**config.mk**
```make
export PLATFORM = sky130hd
export DESIGN_NAME = addsub15_arbiter_flat
export DESIGN_NICKNAME = d
export VERILOG_FILES = /design/src/rtl/addsub15_pkg.sv /design/src/rtl/addsub15_arbiter_if.sv /design/src/rtl/addsub15_arbiter_rr_arb2.sv /design/src/rtl/addsub15_arbiter.sv /design/src/flat_wrapper.sv
export SDC_FILE = /design/constraint.sdc
export NUM_CORES = 1
export LEC_CHECK = 0
export ABC_AREA = 1
export CAP_MARGIN = 20
export CORE_UTILIZATION = 41
export CTS_BUF_LIST = sky130_fd_sc_hd__clkbuf_8
export CTS_CLUSTER_DIAMETER = 100
export DETAILED_ROUTE_END_ITERATION = 7
export PLACE_DENSITY = 0.82
export RECOVER_POWER = 50
export SYNTH_ARGS = -nofsm -noshare
export SYNTH_HDL_FRONTEND = slang
export SYNTH_HIERARCHICAL = 1
export SYNTH_SLANG_ARGS = --single-unit
```
**constraint.sdc**
```tcl
create_clock -name clk -period 1.9 [get_ports clk]
set_clock_uncertainty 0.05 [all_clocks]
set_input_delay 0.38 -clock clk [delete_from_list [all_inputs] [get_ports clk]]
set_output_delay 0.38 -clock clk [all_outputs]
set_load 0.01 [all_outputs]
```
**src/rtl/addsub15_pkg.sv**
```systemverilog
// Shared constants and types for the 15-bit add/sub arbiter.
// Optional feature macro: ADDSUB15_ARB_SAT_EN (saturating result on overflow).
package addsub15_pkg;
   localparam int WIDTH = 15;
   localparam int CNT_W = 4;   // enough for SETTLE_CYC up to 15

   typedef enum logic [1:0] {IDLE, EXEC, RESP} state_t;

   localparam logic [WIDTH-1:0] SAT_MAX = 15'h3FFF;
   localparam logic [WIDTH-1:0] SAT_MIN = 15'h4000;
endpackage

```
**src/rtl/addsub15_arbiter_if.sv**
```systemverilog
// Bus bundle for addsub15_arbiter: requester handshake, response and
// the operand/result wires of the shared adder/subtractor datapath.
interface addsub15_arbiter_if;
   import addsub15_pkg::*;

   logic [1:0]         req_valid;
   logic [1:0]         req_ready;
   logic [2*WIDTH-1:0] req_a;
   logic [2*WIDTH-1:0] req_b;
   logic [1:0]         req_sub;
   logic [1:0]         rsp_valid;
   logic [1:0]         rsp_ready;
   logic [WIDTH-1:0]   rsp_s;
   logic               rsp_v;
   logic [WIDTH-1:0]   dp_a;
   logic [WIDTH-1:0]   dp_b;
   logic               dp_c0;
   logic [WIDTH-1:0]   dp_s;
   logic               dp_v;
   logic               busy;

   // Arbiter side
   modport slave (
      input  req_valid, req_a, req_b, req_sub, rsp_ready, dp_s, dp_v,
      output req_ready, rsp_valid, rsp_s, rsp_v, dp_a, dp_b, dp_c0, busy
   );

   // Environment side (requesters + datapath)
   modport master (
      output req_valid, req_a, req_b, req_sub, rsp_ready, dp_s, dp_v,
      input  req_ready, rsp_valid, rsp_s, rsp_v, dp_a, dp_b, dp_c0, busy
   );
endinterface

```
**src/rtl/addsub15_arbiter_rr_arb2.sv**
```systemverilog
// Two-input round-robin picker. The pointer names the requester with
// priority; after every grant it moves to the requester that lost.
module rr_arb2 (
   input  logic       clk,
   input  logic       rst_n,
   input  logic       i_en,
   input  logic [1:0] i_req,
   output logic [1:0] o_gnt,
   output logic       o_win,
   output logic       o_upd
);
   logic r_ptr;

   // Winner: pointer requester if valid, otherwise the other one.
   always_comb begin
      o_win = i_req[r_ptr] ? r_ptr : ~r_ptr;
      o_upd = i_en & (|i_req);
      o_gnt = 2'b00;
      if (o_upd) o_gnt = o_win ? 2'b10 : 2'b01;
   end

   // Pointer flips to the non-winner on each grant.
   always_ff @(posedge clk or negedge rst_n) begin
      if (!rst_n)     r_ptr <= 1'b0;
      else if (o_upd) r_ptr <= ~o_win;
   end
endmodule

```
**src/rtl/addsub15_arbiter.sv**
```systemverilog
// Shares one external 15-bit ripple adder/subtractor between two requesters.
// Grants round-robin, holds operands for SETTLE_CYC cycles, captures the
// sum/overflow and returns it over a valid/ready handshake.
// Optional feature macro: ADDSUB15_ARB_SAT_EN (saturate rsp_s on overflow).
module addsub15_arbiter
   import addsub15_pkg::*;
#(
   parameter int SETTLE_CYC = 4
) (
   input  logic                clk,
   input  logic                rst_n,
   addsub15_arbiter_if.slave   bus
);
   localparam logic [CNT_W-1:0] CNT_LOAD = CNT_W'(SETTLE_CYC - 1);

   state_t           r_state, w_nxt;
   logic [CNT_W-1:0] r_cnt;
   logic             r_gidx;
   logic [WIDTH-1:0] r_dp_a, r_dp_b, r_rsp_s;
   logic             r_dp_c0, r_rsp_v;
   logic [1:0]       w_gnt;
   logic             w_win, w_upd, w_en;
   logic [WIDTH-1:0] w_sel_a, w_sel_b, w_cap_s;
   logic             w_sel_sub;

   // No grant is advertised outside IDLE or while reset is held.
   assign w_en = (r_state == IDLE) & rst_n;

   rr_arb2 u_arb (
      .clk   (clk),
      .rst_n (rst_n),
      .i_en  (w_en),
      .i_req (bus.req_valid),
      .o_gnt (w_gnt),
      .o_win (w_win),
      .o_upd (w_upd)
   );

   assign w_sel_a   = w_win ? bus.req_a[2*WIDTH-1:WIDTH] : bus.req_a[WIDTH-1:0];
   assign w_sel_b   = w_win ? bus.req_b[2*WIDTH-1:WIDTH] : bus.req_b[WIDTH-1:0];
   assign w_sel_sub = bus.req_sub[w_win];

`ifdef ADDSUB15_ARB_SAT_EN
   // Sign of the wrapped sum is inverted on overflow: set MSB means positive overflow.
   assign w_cap_s = bus.dp_v ? (bus.dp_s[WIDTH-1] ? SAT_MAX : SAT_MIN) : bus.dp_s;
`else
   assign w_cap_s = bus.dp_s;
`endif

   // State register.
   always_ff @(posedge clk or negedge rst_n) begin
      if (!rst_n) r_state <= IDLE;
      else        r_state <= w_nxt;
   end

   // Next-state logic.
   always_comb begin
      w_nxt = r_state;
      case (r_state)
         IDLE:    if (w_upd) w_nxt = EXEC;
         EXEC:    if (r_cnt == '0) w_nxt = RESP;
         RESP:    if (bus.rsp_ready[r_gidx]) w_nxt = IDLE;
         default: w_nxt = IDLE;
      endcase
   end

   // Operand latch on grant, settle countdown, result capture.
   always_ff @(posedge clk or negedge rst_n) begin
      if (!rst_n) begin
         r_cnt   <= '0;
         r_gidx  <= 1'b0;
         r_dp_a  <= '0;
         r_dp_b  <= '0;
         r_dp_c0 <= 1'b0;
         r_rsp_s <= '0;
         r_rsp_v <= 1'b0;
      end else begin
         case (r_state)
            IDLE: if (w_upd) begin
               r_dp_a  <= w_sel_a;
               r_dp_b  <= w_sel_b;
               r_dp_c0 <= w_sel_sub;
               r_gidx  <= w_win;
               r_cnt   <= CNT_LOAD;
            end
            EXEC: if (r_cnt == '0) begin
               r_rsp_s <= w_cap_s;
               r_rsp_v <= bus.dp_v;
            end else begin
               r_cnt <= r_cnt - 1'b1;
            end
            default: ;
         endcase
      end
   end

   assign bus.req_ready = w_gnt;
   assign bus.rsp_valid = (r_state == RESP) ? (r_gidx ? 2'b10 : 2'b01) : 2'b00;
   assign bus.rsp_s     = r_rsp_s;
   assign bus.rsp_v     = r_rsp_v;
   assign bus.dp_a      = r_dp_a;
   assign bus.dp_b      = r_dp_b;
   assign bus.dp_c0     = r_dp_c0;
   assign bus.busy      = (r_state != IDLE);
endmodule

```
**src/flat_wrapper.sv**
```systemverilog
// flat-port wrapper written by rule: the top's interface ports become plain ports
module addsub15_arbiter_flat import addsub15_pkg::*;
#(
   parameter int SETTLE_CYC = 4
)
  (clk, rst_n, bus_req_valid, bus_req_a, bus_req_b, bus_req_sub, bus_rsp_ready, bus_dp_s, bus_dp_v, bus_req_ready, bus_rsp_valid, bus_rsp_s, bus_rsp_v, bus_dp_a, bus_dp_b, bus_dp_c0, bus_busy);
  addsub15_arbiter_if bus_i ();
  input  logic clk;
  input  logic rst_n;
  input wire logic [$bits(bus_i.req_valid)-1:0] bus_req_valid;
  input wire logic [$bits(bus_i.req_a)-1:0] bus_req_a;
  input wire logic [$bits(bus_i.req_b)-1:0] bus_req_b;
  input wire logic [$bits(bus_i.req_sub)-1:0] bus_req_sub;
  input wire logic [$bits(bus_i.rsp_ready)-1:0] bus_rsp_ready;
  input wire logic [$bits(bus_i.dp_s)-1:0] bus_dp_s;
  input wire logic [$bits(bus_i.dp_v)-1:0] bus_dp_v;
  output wire logic [$bits(bus_i.req_ready)-1:0] bus_req_ready;
  output wire logic [$bits(bus_i.rsp_valid)-1:0] bus_rsp_valid;
  output wire logic [$bits(bus_i.rsp_s)-1:0] bus_rsp_s;
  output wire logic [$bits(bus_i.rsp_v)-1:0] bus_rsp_v;
  output wire logic [$bits(bus_i.dp_a)-1:0] bus_dp_a;
  output wire logic [$bits(bus_i.dp_b)-1:0] bus_dp_b;
  output wire logic [$bits(bus_i.dp_c0)-1:0] bus_dp_c0;
  output wire logic [$bits(bus_i.busy)-1:0] bus_busy;
  assign bus_i.req_valid = bus_req_valid;
  assign bus_i.req_a = bus_req_a;
  assign bus_i.req_b = bus_req_b;
  assign bus_i.req_sub = bus_req_sub;
  assign bus_i.rsp_ready = bus_rsp_ready;
  assign bus_i.dp_s = bus_dp_s;
  assign bus_i.dp_v = bus_dp_v;
  assign bus_req_ready = bus_i.req_ready;
  assign bus_rsp_valid = bus_i.rsp_valid;
  assign bus_rsp_s = bus_i.rsp_s;
  assign bus_rsp_v = bus_i.rsp_v;
  assign bus_dp_a = bus_i.dp_a;
  assign bus_dp_b = bus_i.dp_b;
  assign bus_dp_c0 = bus_i.dp_c0;
  assign bus_busy = bus_i.busy;
  addsub15_arbiter #(.SETTLE_CYC(SETTLE_CYC)) u_core (.clk(clk), .rst_n(rst_n), .bus(bus_i));
endmodule
```
Yosys cells after proc, flatten, opt, wreduce, memory -nomap -nowiden. Cells that the tools add are included.

Add/sub/neg operators: 1. Eq/ne operators: 6. Mux-type cells: 20. Bitwise gates (word level): 4. Reductions and logical operators: 9. Order comparisons: 3.

Operator list (count): 15-bit 2-to-1 mux (2); 2-bit 2-to-1 mux (7); 4-bit 2-to-1 mux (2); 4-bit case mux with 2 select lines (1); 1-bit 2-to-1 mux (7); 1-bit by 2-bit less-than comparator with 1-bit output (second input constant) (3); 2-bit case mux with 3 select lines (1); 3-bit AND reduction (2); 4-bit logical NOT (1); 2-bit by 1-bit != test with 1-bit output (second input constant) (2); 2-bit != test (second input constant) (2); 2-bit AND reduction (2); 2-bit nonzero test (2); 4-bit by 1-bit subtractor with 4-bit output (second input constant) (1); 1-bit AND (2); 2-bit by 1-bit == test with 1-bit output (second input constant) (1); 2-bit == test (second input constant) (1); 2-bit logical NOT (1); 1-bit inverter (2); 2-bit OR reduction (1).

Flip-flop bits (word level): 55. Output and inout bits: 52.

Logic depth before layout (Yosys ltp).
Depth in word-level cells: 5. Depth in mapped cells: 10. Gate-level depth less buffers: 10.

Modules after synthesis. The synthesis kept the hierarchy.

Modules (own cells, without submodules): addsub15_arbiter (cells each 288, area each 2617.5 um2, instances 1); rr_arb2 (cells each 16, area each 85.1 um2, instances 1).

Least setup slack after synthesis. Ideal clock, no wire load.

Path kind: reg2reg. From: reg u_core.r_state[0]. To: reg u_core.r_dp_a[10], in the netlist u_core/bus.dp_a[10]. Path buffers: 2. Arrival time: 1.396 ns. Cell stages (with the launch flop): 11. Setup time: 0.124 ns. Required time: 1.726 ns. Slack: 0.331 ns. Path through: dfrtp_1 inv_2 nand2_1 nor2_1 inv_1 nor2_2 nand3_4 buf_6 buf_2 nand2_1 o31ai_2.

Word-level cells in the longest chain between the ends: 4.

RTL lines: from (decl) (line addsub15_arbiter.sv:16) `state_t r_state, w_nxt;`; from (signal assigned) (line addsub15_arbiter.sv:53) `else r_state <= w_nxt;`; 2-bit logical NOT (line addsub15_arbiter.sv:27) `assign w_en = (r_state == IDLE) & rst_n;`; 1-bit AND (line addsub15_arbiter.sv:27); named net u_core.w_en (line addsub15_arbiter.sv:22) `logic w_win, w_upd, w_en;`; 1-bit AND (line addsub15_arbiter_rr_arb2.sv:17) `o_upd = i_en & (|i_req);`; named net u_core.w_upd (line addsub15_arbiter.sv:22); 2-bit AND reduction (no source line); to (signal assigned) (line addsub15_arbiter.sv:80) `r_dp_a <= w_sel_a;`; to (decl) (line addsub15_arbiter.sv:19) `logic [WIDTH-1:0] r_dp_a, r_dp_b, r_rsp_s;`.

The timed path passes the listed nets, and every way through them passes these cells. A chain may end at the register's enable or synchronous reset.

Worst setup path in the final report.
From: reg u_core.r_state[0]. To: out bus_req_ready[0].

Word-level cells in the longest chain between the ends: 4.

RTL lines: 2-bit logical NOT (line addsub15_arbiter.sv:27); 1-bit AND (line addsub15_arbiter.sv:27); named net u_core.w_en (line addsub15_arbiter.sv:22); 1-bit AND (line addsub15_arbiter_rr_arb2.sv:17); named net u_core.w_upd (line addsub15_arbiter.sv:22); 2-bit 2-to-1 mux (line addsub15_arbiter_rr_arb2.sv:19) `if (o_upd) o_gnt = o_win ? 2'b10 : 2'b01;`; to (decl) (line flat_wrapper.sv:17) `output wire logic [$bits(bus_i.req_ready)-1:0] bus_req_ready;`.

The timed path passes the listed nets, and every way through them passes these cells.

==> metrics.log <==
[metrics] number of H-tree levels: 2
[metrics] launch instance of the worst register-to-register path: u_core/r_state[0]$_DFFE_PN0P_
[metrics] Syn Nets: 389
[metrics] list of cells traversed by the critical path: inv_2, nand2_2, nor2_2, inv_1, nor2_2, nand2_1, inv_1, buf_2
[metrics] unique cell type count in the Yosys netlist: 21
[metrics] Least-Margin Pin Slew: 1.37 ns
[metrics] adder-cell share of the synthesized area: 0.00463
[metrics] number of nets at the end of the flow: 528
[metrics] clock network latency to the later pin of the worst-skew pair: 0.30 ns
[metrics] die width: 83.2 um
[metrics] proportion of synthesized chip area in sequential cells: 0.509
[metrics] tightest slew margin relative to the limit: 0.0896
[metrics] drc violations: 0
[metrics] Die Area: 6920 um2
[metrics] maxcap violations: 0
[metrics] total grt overflow: 0
[metrics] hold buffers post-CTS: 0
[metrics] compound-gate portion of the synthesized area: 0.175
[metrics] area of all sequential standard cells: 1380 um2
[metrics] post-detailed-route count of antenna-violating nets: 0
[metrics] Diodes inserted: 0
[metrics] sum of negative setup slack: 0 ns
[metrics] placement-stage cell area: 4170 um2
[metrics] cell count of the worst reg-to-reg path: 9
[metrics] number of port buffers: 135
[metrics] worst endpoint data arrival time: 1.37 ns
[metrics] DRT iter0 DRCs: 58
[metrics] Hold Vio Cnt, Final: 0
[metrics] deepest clock path buffer count: 2
[metrics] data required time at the worst endpoint: 1.47 ns
[metrics] commonest cells in the synthesized netlist: nand2_1 (71), nor2_1 (68), dfrtp_1 (55)
[metrics] family with the most delay on the worst path: flip-flops
[metrics] switching portion of total power: 0.376
[metrics] largest area contributor in the netlist: dfrtp_1
[metrics] run status: finished, final reports clean
[metrics] proportion of netlist area held by the largest area contributor: 0.509
[metrics] Worst setup EP type: output port
[metrics] first-pass GRT wire length: 11.5 mm
[metrics] Synth Area in Simple Gates: 0.221
[metrics] Seq cells post-synth: 55
[metrics] via count of the routed design: 2476
[metrics] Post-synth EDFFs: 0
[metrics] Placeable Area: 6350 um2
[metrics] most frequent cell after synthesis: nand2_1
[metrics] half-perimeter wire length after placement: 5.04 mm
[metrics] fin crit period: 1.80 ns
[metrics] leading cell types by total area after synthesis: dfrtp_1 (51%), nand2_1 (9.9%), nor2_1 (9.4%)
[metrics] RR Endpoint: u_core/bus.dp_b[4]$_DFFE_PN0P_
[metrics] proportion of power drawn by combinational gates: 0.545
[metrics] share of flip-flops with an asynchronous set or reset after synthesis: 1.00
[metrics] via count normalized by instance count: 4.75
[metrics] Slowest-stage cell, CP: dfrtp_1
[metrics] vias in the first global route: 2520
[metrics] wire length reported by the detailed router: 6.72 mm
[metrics] cell area after layout: 4260 um2
[metrics] clock transition time at the flip-flop clock pins of the worst setup and hold paths: 0.10 ns
[metrics] part of the total power dissipated in sequential elements: 0.327
[metrics] final weighted congestion in routability-driven placement: 0.717
[metrics] buffer cell driving the clock tree root: clkbuf_8
[metrics] FILL cells: 531
[metrics] leakage component of the power: 2.02 nW
[metrics] Max FO, Critical Path: 2
[metrics] Std-Cell Rows: 29
[metrics] TritonCTS sink count: 55
[metrics] antenna violations before repair: 0
[metrics] worst hold-check path type: in2async
[metrics] Pwr per Cell Area: 1460 nW/um2
[metrics] slowest cell delay on critical path: 0.41 ns
[metrics] starting density of the core: 0.426
[metrics] multi-input logic area: 1090 um2
[metrics] Int Power: 0.00389 W
[metrics] total clock buffers created by CTS: 5
[metrics] Mapped Cells: 304
[metrics] Register-to-Register Setup Slack: 0.20 ns
[metrics] synthesized area: 2700 um2
[metrics] Setup Viol. Count Final: 0
[metrics] YS warnings: 6
[metrics] GRT Overall Usage: 0.204
[metrics] multiplexer fraction of the synthesized cell area: 0
[metrics] upper clock frequency limit: 557 MHz
[metrics] sum of buffers and inverters on the critical path: 4
[metrics] number of detailed-routing iterations run before antenna repair: 4
[metrics] average cell area after synthesis: 8.89 um2
[metrics] final cycle utilization of the critical path: 0.945
[metrics] Clock power frac: 0.128
[metrics] Max Slew Vio Count: 0
[metrics] Synth Area in XOR/XNOR: 0.00324
[metrics] maximum number of pins on one net before global-route repair: 56
[metrics] Max VDD drop: 0.000790 V
[metrics] drt wl/cell: 12.9 um
[metrics] clock tree from TritonCTS: built
[metrics] Critical Setup Path Class: reg2out
[metrics] number of placed I/O pins: 136
[metrics] Switching Power: 0.00234 W
[metrics] startpoint kind of the worst setup timing path: flop
[metrics] layout cells sized above 1: 0.144
[metrics] vertical die dimension: 83.2 um
[metrics] most frequently used flop master after synthesis: dfrtp_1
[metrics] area overhead of the layout relative to synthesis: 57.7%
[metrics] combinational family with the most area after synthesis: simple AND/OR/NAND/NOR gates
==> flip-flops by register name, summed over array words and instances (netlist names) <==
name	count
u_core/bus.dp_a	15
u_core/bus.dp_b	15
u_core/bus.rsp_s	15
u_core/r_cnt	4
u_core/r_state	2
u_core/bus.dp_c0	1
u_core/bus.rsp_v	1
u_core/r_gidx	1
u_core/u_arb/r_ptr	1
==> per-stage QoR <==
stage / total power (W) / setup WS, ns / cells / utilization / hold slack (ns)
floorplan: 0.00390 / 0.331 / 304 / - / 0.0344
global placement: 0.00547 / -0.199 / 511 / 0.657 / 0.406
detailed placement: 0.00558 / -0.244 / 511 / 0.657 / 0.417
CTS: 0.00638 / -0.0386 / 519 / 0.675 / 0.189
global route: 0.00671 / -0.00722 / 521 / 0.671 / 0.446
finish: 0.00622 / 0.104 / 521 / 0.671 / 0.423
==> area by class of cell <==
cell class,count,area share
clock buffers,6,0.0194
clock inverters,2,0.00822
inverters,31,0.0273
multi-input cells,202,0.256
flip-flops and latches,55,0.323
well taps,77,0.0226
repair buffers,148,0.344
==> power by group through the flow <==
stage | registers (W) | clock network, W | logic [W]
floorplan | 0.00228 | 0 | 0.00162
global placement | 0.00204 | 0 | 0.00343
detailed placement | 0.00206 | 0 | 0.00352
CTS | 0.00204 | 0.000818 | 0.00352
global route | 0.00211 | 0.000880 | 0.00372
finish | 0.00203 | 0.000797 | 0.00339
==> layer usage <==
metal,routed length [um],GRT usage
met1,2790,0.240
met2,3370,0.367
met3,504,0.0626
met4,45,0.0376
met5,0,0
==> worst max path at each step <==
stage,start,endpoint,slack (ns),cells after the start
floorplan,u_core/r_state[0]$_DFFE_PN0P_,u_core/bus.dp_a[10]$_DFFE_PN0P_,0.33,10
global placement,bus_req_valid[1],bus_req_ready[1],-0.20,6
detailed placement,bus_req_valid[0],bus_req_ready[0],-0.24,6
CTS,u_core/r_state[0]$_DFFE_PN0P_,bus_req_ready[0],-0.04,8
global route,u_core/r_state[0]$_DFFE_PN0P_,bus_req_ready[0],-0.007,8
finish,u_core/r_state[0]$_DFFE_PN0P_,bus_req_ready[0],0.10,8
==> timing repair <==
| item | CTS | global route |
|---|---|---|
| pin swaps | 0 | 2 |
| setup buffers | 0 | 2 |
| endpoints found under the setup margin | 4 | 2 |
| resized for setup | 6 | 5 |
==> placed cells by master (no fill, tap or decap), drive strengths merged <==
cell type and instances:
clkdlybuf4s50 118, nand2 73, nor2 70, dfrtp 55
inv 31, o31ai 31, o21ai 20, buf 13
dlygate4sd3 12, clkbuf 9, nand3 5, dlygate4sd2 2
bufinv 1, clkinv 1, xor2 1, o211ai 1
ha 1
==> logic make-up after synthesis <==
kind of cell | Yosys count
AND/OR/NAND/NOR | 148
buffers and inverters | 47
flip-flops | 55
XOR/XNOR | 1
adder cells (fa/ha/maj) | 1
AO/OA/AOI/OAI | 52
==> worst reg2reg max path: stages (launching register included) <==
cell     delay [ns]
dfrtp_1        0.41
inv_2          0.07
nand2_2        0.06
nor2_2         0.11
inv_1          0.06
nor2_2         0.10
buf_4          0.13
nand3_4        0.08
buf_4          0.26
o31ai_1        0.27
Note: power is estimated with default switching activity, not from simulation.
